## src/rtl/gat_pkg.sv

```systemverilog
// Shared GAT accelerator constants and the feature-reader state type.
package gat_pkg;
  localparam int DATA_WIDTH         = 8;
  localparam int NUM_SUBGRAPHS      = 2708;
  localparam int NUM_FEATURE_OUT    = 16;
  localparam int NEW_FEATURE_DEPTH  = NUM_SUBGRAPHS * NUM_FEATURE_OUT;
  localparam int NEW_FEATURE_ADDR_W = $clog2(NEW_FEATURE_DEPTH);
  localparam int PACK               = 32 / DATA_WIDTH;

  typedef enum logic [1:0] {IDLE, READ, DRAIN, DONE} feat_rd_state_t;
endpackage

```

## src/rtl/gat_feat_rd_fifo.sv

```systemverilog
// Small synchronous FIFO that catches BRAM returns ahead of the packer.
module gat_feat_rd_fifo #(
  parameter int  FIFO_DEPTH = 4,
  parameter int  DATA_WIDTH = 8,
  localparam int CW         = $clog2(FIFO_DEPTH + 1),
  localparam int PW         = (FIFO_DEPTH > 1) ? $clog2(FIFO_DEPTH) : 1
) (
  input  logic                  clk,
  input  logic                  rst,
  input  logic                  push_i,
  input  logic [DATA_WIDTH-1:0] din_i,
  input  logic                  pop_i,
  output logic [DATA_WIDTH-1:0] dout_o,
  output logic [CW-1:0]         count_o
);
  logic [FIFO_DEPTH-1:0][DATA_WIDTH-1:0] mem_q;
  logic [PW-1:0] wr_q, rd_q;
  logic [CW-1:0] count_q;
  logic          do_pop;

  assign do_pop  = pop_i && (count_q != '0);
  assign dout_o  = mem_q[rd_q];
  assign count_o = count_q;

  function automatic logic [PW-1:0] nxt(input logic [PW-1:0] p);
    return (p == PW'(FIFO_DEPTH - 1)) ? '0 : p + PW'(1);
  endfunction

  always_ff @(posedge clk) begin
    if (rst) begin
      mem_q   <= '0;
      wr_q    <= '0;
      rd_q    <= '0;
      count_q <= '0;
    end else begin
      if (push_i) begin
        mem_q[wr_q] <= din_i;
        wr_q        <= nxt(wr_q);
      end
      if (do_pop) rd_q <= nxt(rd_q);
      if (push_i && !do_pop)      count_q <= count_q + CW'(1);
      else if (!push_i && do_pop) count_q <= count_q - CW'(1);
    end
  end

  // The issue credit makes a push into a full FIFO impossible.
  assert property (@(posedge clk) disable iff (rst)
    !(push_i && !do_pop && (count_q == CW'(FIFO_DEPTH))));
endmodule

```

## src/rtl/gat_feat_reader.sv

```systemverilog
// Drains the new-feature BRAM through port B and streams features packed PACK per word.
module gat_feat_reader
  import gat_pkg::*;
#(
  parameter int RD_LATENCY = 2
) (
  input  logic                          clk,
  input  logic                          rst,
  input  logic                          start,
  input  logic [NEW_FEATURE_ADDR_W:0]   feat_count,
  output logic                          busy,
  output logic                          done,
  output logic [NEW_FEATURE_ADDR_W+1:0] feat_bram_addrb,
  output logic                          feat_bram_enb,
  input  logic [31:0]                   feat_bram_dout,
  output logic [31:0]                   m_tdata,
  output logic                          m_tvalid,
  input  logic                          m_tready,
  output logic                          m_tlast
);
  localparam int FIFO_DEPTH = RD_LATENCY + 2;
  localparam int FCW        = $clog2(FIFO_DEPTH + 1);
  localparam int CW         = NEW_FEATURE_ADDR_W + 1;
  localparam int LW         = (PACK > 1) ? $clog2(PACK) : 1;

  feat_rd_state_t state_q, state_d;
  logic [CW-1:0] cnt_q, issued_q, popped_q, cnt_clamp;
  logic [RD_LATENCY:1] vld_pipe_q;
  logic [PACK-1:0][DATA_WIDTH-1:0] lanes_q, word_d;
  logic [LW-1:0] lane_q;
  logic [31:0]   tdata_q;
  logic          tvalid_q, tlast_q;

  logic [FCW-1:0]        in_flight, fifo_count;
  logic [DATA_WIDTH-1:0] fifo_dout;
  logic start_acc, credit, issue, pop, last_pop, hs, active;

  assign cnt_clamp = (feat_count > CW'(NEW_FEATURE_DEPTH)) ? CW'(NEW_FEATURE_DEPTH) : feat_count;
  assign start_acc = (state_q == IDLE) && start;
  assign active    = (state_q == READ) || (state_q == DRAIN);
  assign hs        = tvalid_q && m_tready;

  always_comb begin
    in_flight = '0;
    for (int i = 1; i <= RD_LATENCY; i++) in_flight = in_flight + FCW'(vld_pipe_q[i]);
  end

  // Reserve a FIFO slot for every read still in the BRAM pipe.
  assign credit   = ({1'b0, in_flight} + {1'b0, fifo_count}) < (FCW+1)'(FIFO_DEPTH);
  assign issue    = (state_q == READ) && (issued_q != cnt_q) && credit;
  assign pop      = active && (fifo_count != '0) && (!tvalid_q || m_tready);
  assign last_pop = pop && ((popped_q + CW'(1)) == cnt_q);

  gat_feat_rd_fifo #(.FIFO_DEPTH(FIFO_DEPTH), .DATA_WIDTH(DATA_WIDTH)) u_fifo (
    .clk     (clk),
    .rst     (rst),
    .push_i  (vld_pipe_q[RD_LATENCY]),
    .din_i   (feat_bram_dout[DATA_WIDTH-1:0]),
    .pop_i   (pop),
    .dout_o  (fifo_dout),
    .count_o (fifo_count)
  );

  always_ff @(posedge clk) begin
    if (rst) state_q <= IDLE;
    else     state_q <= state_d;
  end

  always_comb begin
    state_d = state_q;
    unique case (state_q)
      IDLE:  if (start) state_d = (cnt_clamp == '0) ? DONE : READ;
      READ:  if (issued_q == cnt_q) state_d = DRAIN;
      DRAIN: if (hs && tlast_q) state_d = DONE;
      DONE:  state_d = IDLE;
      default: state_d = IDLE;
    endcase
  end

  always_comb begin
    busy            = (state_q != IDLE);
    done            = (state_q == DONE);
    feat_bram_enb   = issue;
    feat_bram_addrb = issue ? {issued_q[NEW_FEATURE_ADDR_W-1:0], 2'b00} : '0;
  end

  // Lanes above the current one are always zero, so a short final word pads itself.
  always_comb begin
    word_d         = lanes_q;
    word_d[lane_q] = fifo_dout;
  end

  always_ff @(posedge clk) begin
    if (rst) begin
      cnt_q      <= '0;
      issued_q   <= '0;
      popped_q   <= '0;
      vld_pipe_q <= '0;
      lanes_q    <= '0;
      lane_q     <= '0;
      tdata_q    <= '0;
      tvalid_q   <= 1'b0;
      tlast_q    <= 1'b0;
    end else begin
      if (start_acc) begin
        cnt_q    <= cnt_clamp;
        issued_q <= '0;
        popped_q <= '0;
      end else if (issue) begin
        issued_q <= issued_q + CW'(1);
      end
      vld_pipe_q[1] <= issue;
      for (int i = 2; i <= RD_LATENCY; i++) vld_pipe_q[i] <= vld_pipe_q[i-1];
      if (hs) begin
        tvalid_q <= 1'b0;
        tlast_q  <= 1'b0;
      end
      if (pop) begin
        popped_q <= popped_q + CW'(1);
        if ((lane_q == LW'(PACK - 1)) || last_pop) begin
          tdata_q  <= word_d;
          tvalid_q <= 1'b1;
          tlast_q  <= last_pop;
          lanes_q  <= '0;
          lane_q   <= '0;
        end else begin
          lanes_q <= word_d;
          lane_q  <= lane_q + LW'(1);
        end
      end
    end
  end

  assign m_tdata  = tdata_q;
  assign m_tvalid = tvalid_q;
  assign m_tlast  = tlast_q;
endmodule
```

## config.mk

```make
export PLATFORM = sky130hd
export DESIGN_NAME = gat_feat_reader
export DESIGN_NICKNAME = d
export VERILOG_FILES = /design/src/rtl/gat_pkg.sv /design/src/rtl/gat_feat_rd_fifo.sv /design/src/rtl/gat_feat_reader.sv
export SDC_FILE = /design/constraint.sdc
export NUM_CORES = 1
export LEC_CHECK = 0
export ABC_CLOCK_PERIOD_IN_PS = 4000
export BUFFER_PORTS_ARGS = -buffer_cell sky130_fd_sc_hd__clkbuf_2
export CELL_PAD_IN_SITES_DETAIL_PLACEMENT = 0
export CELL_PAD_IN_SITES_GLOBAL_PLACEMENT = 1
export CORE_ASPECT_RATIO = 1.2
export CORE_MARGIN = 3
export CORE_UTILIZATION = 44
export DETAILED_ROUTE_END_ITERATION = 12
export GPL_TIMING_DRIVEN = 0
export PLACE_DENSITY_LB_ADDON = 0.1
export SLEW_MARGIN = 20
export SYNTH_ARGS = -nofsm -noshare
export SYNTH_HDL_FRONTEND = slang
export SYNTH_SLANG_ARGS = --single-unit
```

## constraint.sdc

```tcl
create_clock -name clk -period 4 [get_ports clk]
set_clock_uncertainty 0.15 [all_clocks]
set_input_delay 1.2 -clock clk [delete_from_list [all_inputs] [get_ports clk]]
set_output_delay 1.2 -clock clk [all_outputs]
set_load 0.02 [all_outputs]
```

# Yosys cells after proc, flatten, opt, wreduce, memory -nomap -nowiden
# Index checks and enable logic that the tools add are counted.
classes:
  add_sub_neg: 9
  muxes: 29
  reduce_logical: 28
  n_eq_ne: 12
  n_lt_le_gt_ge: 7
op_table:
  columns: ["operator", "count"]
  rows:
  - ["$bwmux 32", 2]
  - ["$mux 17", 3]
  - ["$add 17x1->17 const B", 2]
  - ["$eq 17x17->1", 2]
  - ["$demux 8 s2", 2]
  - ["$mux 32", 1]
  - ["$mux 8", 3]
  - ["$mux 18", 1]
  - ["$gt 17x16->1 const B", 1]
  - ["$logic_not 17->1", 1]
  - ["$ne 17x17->1", 1]
  - ["$bmux 8 s2", 1]
  - ["$mux 2", 7]
  - ["$logic_and 1x1->1", 13]
  - ["$eq 2x2->1 const B", 5]
  - ["$lt 2x3->1 const B", 3]
  - ["$pmux 2 s4", 1]
  - ["$add 2x1->2 const B", 3]
  - ["$mux 1", 6]
  - ["$mux 3", 2]
  - ["$reduce_bool 2->1", 3]
  - ["$add 2x3->4", 1]
  - ["$ge 2x1->1 const B", 2]
  - ["$lt 4x3->1 const B", 1]
  - ["13 further kinds", 18]
totals:
  reg_bits: 162
  elab_cells: 105
  out_inout_bits: 55

# Longest topological paths before layout
depth:
  word_depth: 8
  ltp_mapped: 13

# Modules after synthesis
# From an unflattened synthesis, not the netlist that was laid out.
hier_totals:
  hier_cells: 934
  area_unflattened_um2: 7986.4
by_module_without_submodules:
  columns: ["module", "seq_area_each_um2", "n_inst", "cells_per_inst", "area_per_inst_um2"]
  rows:
  - ["gat_feat_reader", 2462.4, 1, 744, 6247.2]
  - ["gat_feat_rd_fifo", 780.7, 1, 190, 1739.2]

# Worst setup path before layout
# No wires, ideal clock.
synth_timing:
  path_type: "input to register"
  start: "input port m_tready"
  end: "register u_fifo.count_q[2], in the netlist u_fifo.count_o[2]"
  setup_time_ns: 0.070
  path_slack_ns: 0.263
  path_stages: 11
  t_arrival_ns: 3.517
  path_buffers: 2
  path_cell_list: "nor2b_1 > nor3_1 > inv_1 > clkbuf_1 > clkbuf_1 > ha_1 > inv_1 > fa_1 > xor2_1 > or3_1 > a21oi_1"
synth_between:
  elab_chain_len: 6
synth_rtl:
  columns: ["item", "line_no", "rtl"]
  rows:
  - ["start: declaration", "gat_feat_reader.sv:18", "input logic m_tready,"]
  - ["$logic_or 1x1->1 *", "gat_feat_reader.sv:51", "assign pop = active && (fifo_count != '0) && (!tvalid_q || m_tready);"]
  - ["$logic_and 1x1->1 *", "gat_feat_reader.sv:51", null]
  - ["$logic_and 1x1->1 *", "gat_feat_rd_fifo.sv:21", "assign do_pop = pop_i && (count_q != '0);"]
  - ["$logic_not 1->1", "gat_feat_rd_fifo.sv:41", "if (push_i && !do_pop) count_q <= count_q + CW'(1);"]
  - ["$logic_and 1x1->1", "gat_feat_rd_fifo.sv:41", null]
  - ["$mux 3 / $reduce_bool 2->1 (equally long branches)", null, null]
  - ["end signal: assignment", "gat_feat_rd_fifo.sv:41", null]
  - ["end signal: assignment", "gat_feat_rd_fifo.sv:42", "else if (!push_i && do_pop) count_q <= count_q - CW'(1);"]
  - ["end: declaration", "gat_feat_rd_fifo.sv:18", "logic [CW-1:0] count_q;"]
# Mark *: on every way between the ends. The rest lies on a longest branch, timed or not.
# A chain may end at the register's enable or synchronous reset.

# Worst setup path in the final report
layout_timing:
  start: "register cnt_q[10]"
  end: "output port feat_bram_addrb[3]"
layout_between:
  elab_chain_len: 4
layout_rtl:
  columns: ["item", "line_no", "rtl"]
  rows:
  - ["start: declaration", "gat_feat_reader.sv:27", "logic [CW-1:0] cnt_q, issued_q, popped_q, cnt_clamp;"]
  - ["start signal: assignment", "gat_feat_reader.sv:106", "cnt_q <= cnt_clamp;"]
  - ["$ne 17x17->1", "gat_feat_reader.sv:50", "assign issue = (state_q == READ) && (issued_q != cnt_q) && credit;"]
  - ["$logic_and 1x1->1 (2 in series)", "gat_feat_reader.sv:50", null]
  - ["$mux 18", "gat_feat_reader.sv:84", "feat_bram_addrb = issue ? {issued_q[NEW_FEATURE_ADDR_W-1:0], 2'b00} : '0;"]
  - ["end: declaration", "gat_feat_reader.sv:13", "output logic [NEW_FEATURE_ADDR_W+1:0] feat_bram_addrb,"]
# No other way between the ends.

==> impl_metrics.ini <==
[synth]
synthDominantCellAreaShare = 0.393
synth_area_leaders = dfxtp_1 (39%), a21oi_1 (5.6%), a211oi_2 (4.5%)
yosys-top-cells-count = dfxtp_1 (162), a21oi_1 (92), nand2_1 (88)
synth-edff-count = 0
synth-async-reset-ratio = 0
postSynthAreaPerCell_sq_um = 8.44
yosysUniqueCellTypes = 61
postSynthCellCount = 978
syn_area_sq_um = 8260
yosys_register_bits = 162
yosysTopAreaCell = dfxtp_1
yosysMostFrequentCell = dfxtp_1
dominantRegCellSynth = dfxtp_1
synth_warnings = 0
yosysSeqAreaShare = 0.393

[placed_design]
dp.cells = 1311
io_buffers = 80
hpwl_mm = 16.8
gp_congestion = 0.884
dpl_cell_area_sq_um = 8980

[floorplanning]
rows = 54
dieArea_sq_um = 20500
start_util = 0.451
io_pins = 108
die_w_microns = 131
dieHeight_microns = 156
coreArea_sq_um = 18300

[sta]
max_slew_margin = 0.449
period_minus_slack_ns = 3.83
whs_ns = 0.305
slew_violations = 0
period_share = 0.958
rsz0062_at_grt = false
finalHoldViolCount = 0
tightest_slew_ns = 0.818
max_freq_mhz = 261
setup_viol = 0

[detailed_routing]
dr.pass1.iters = 5
via_per_inst = 5.42
vias = 7262
avgRoutedWirePerCell_microns = 17.1
antenna_left = 0
drc = 0
drt_iter0_drc = 478
wl_mm = 22.9

[final_layout]
fill_cells = 1820
n_antenna_cell = 0
finalNonFillerCells = 1340
nets = 1147
drive_gt1_frac = 0.167
final_util = 0.524
fin_area_sq_um = 9590
areaGrowthSynthToFinish_pct = 16.1

[clocking]
cts_buffers = 17
clkTransAtPathRegs_ns = 0.06
clkSinkCount = 162
clkLatencyLatePin_ns = 0.43
clockRootBuffer = clkbuf_16
htreeDepth = 4
post_cts_buffers = 0
cts_tree = built
cts_resized = 1
ctsHoldBuffers = 0
cts_buffer_depth = 2

[global_routing]
grt_overflow = 0
grt_pass1_wl_mm = 36.9
grt_usage = 0.230
grt_pass1_vias = 6841
antenna_found_initial = 0
grt_max_degree = 17

[power_and_ir_drop]
power-per-cell-area_nw_per_um2 = 454
ir_worst_vdd_uv = 274
power_leakage_nw = 3.43
finalPower_w = 0.00435

[setup_path]
worst_path_max_delay_cell = o211a_1
arrival_ns = 2.48
worst-r2r-setup-slack_ns = 0.40
crit_chain = clkbuf_1 -> xor2_1 -> nor4_1 -> nand4_1 -> o211a_1 -> clkbuf_1 -> and2_1 -> clkbuf_2
path_buf_inv = 3
critical_path.most_common_cell = clkbuf_1
cp_top_family = buffers and inverters
end_kind = output pin
worstSetupStartpointType = flop
worstSetupPathType = flop to output pin
cp_slowest_stage_delay_ns = 0.32
crit_fanout = 10
worst_ep_required_time_ns = 2.65

[run_status]
run_status = complete, no violations

[run]
maxCapViolCount = 0

[hold_path]
holdCritPathClass = flop to flop
## report_power, final
part	switching, W	total [W]	internal, W
Clock	0.000687	0.00168	0.000997
Combinational	0.000601	0.000907	0.000306
Sequential	0.0000833	0.00176	0.00168
Total	0.00137	0.00435	0.00298
## state kept, by name (all words and copies together) (netlist names)
name            count
lanes_q            32
u_fifo.count_o      3
popped_q           17
state_q             2
u_fifo.mem_q       32
m_tlast             1
vld_pipe_q          2
u_fifo.wr_q         2
m_tdata            32
issued_q           17
m_tvalid            1
u_fifo.rd_q         2
lane_q              2
cnt_q              17
## stage by stage
step / worst slack, ns / TNS (ns)
6_report: 0.167 / 0
2_1_floorplan: 0.263 / 0
5_1_grt: 0.0123 / 0
4_1_cts: 0.0916 / 0
3_5_place_dp: -0.606 / -1.34
3_3_place_gp: -0.608 / -1.27
## layer usage
layer / GRT usage / vias to the layer above / wire, microns
met4: 0.0676 / 0 / 367
met1: 0.304 / 3410 / 10200
met5: 0 / - / 0
met3: 0.0432 / 26 / 1050
li1: - / 3633 / -
met2: 0.381 / 193 / 11300
## layout make-up
cell class / instances / area, sq um / share of cell area
repair buffers: 80 / 400 / 0.0418
flip-flops and latches: 162 / 3240 / 0.338
inverters: 76 / 289 / 0.0302
clock inverters: 13 / 161 / 0.0168
well taps: 252 / 315 / 0.0329
clock buffers: 19 / 443 / 0.0462
plain buffers: 73 / 340 / 0.0355
multi-input cells: 665 / 4390 / 0.458
## final timing paths
kind,from,endpoint,cells after the start
worst min register to register,u_fifo.mem_q[18],u_fifo.mem_q[18],2
worst max-delay path,cnt_q[10],feat_bram_addrb[3],8
worst min-delay path,u_fifo.mem_q[18],u_fifo.mem_q[18],2
worst max register to register,state_q[1],u_fifo.count_o[2],12
## cells in the final DEF (no fill, tap or decap), drive strengths merged, types with 29 or more instances in the layout
master	netlist	layout
inv	76	75
xor2	41	41
nand3	50	50
nand2	89	89
nor2	76	76
a211oi	35	35
buf	29	29
a21oi	93	93
dfxtp	162	162
clkbuf	47	143
## cell families after synthesis
family,count (synthesis),share of synthesized area
muxes,11,0.0255
buffers and inverters,152,0.0771
and+or+nand+nor,335,0.200
adders and majority gates,19,0.0297
DFF,162,0.393
xor gates and xnor gates,60,0.0636
other,1,0.000454
AOI/OAI and AO/OA,238,0.211
## worst register-to-register path: cells and delay by family (launching register included)
kind                     cells  cell delay, ns
buffers and inverters        5            1.16
AND/OR/NAND/NOR              2            0.87
adder cells (fa/ha/maj)      3            0.77
flip-flops                   1            0.37
AO/OA/AOI/OAI                1            0.14
XOR/XNOR                     1            0.08
Note: power is estimated with default switching activity, not from simulation.
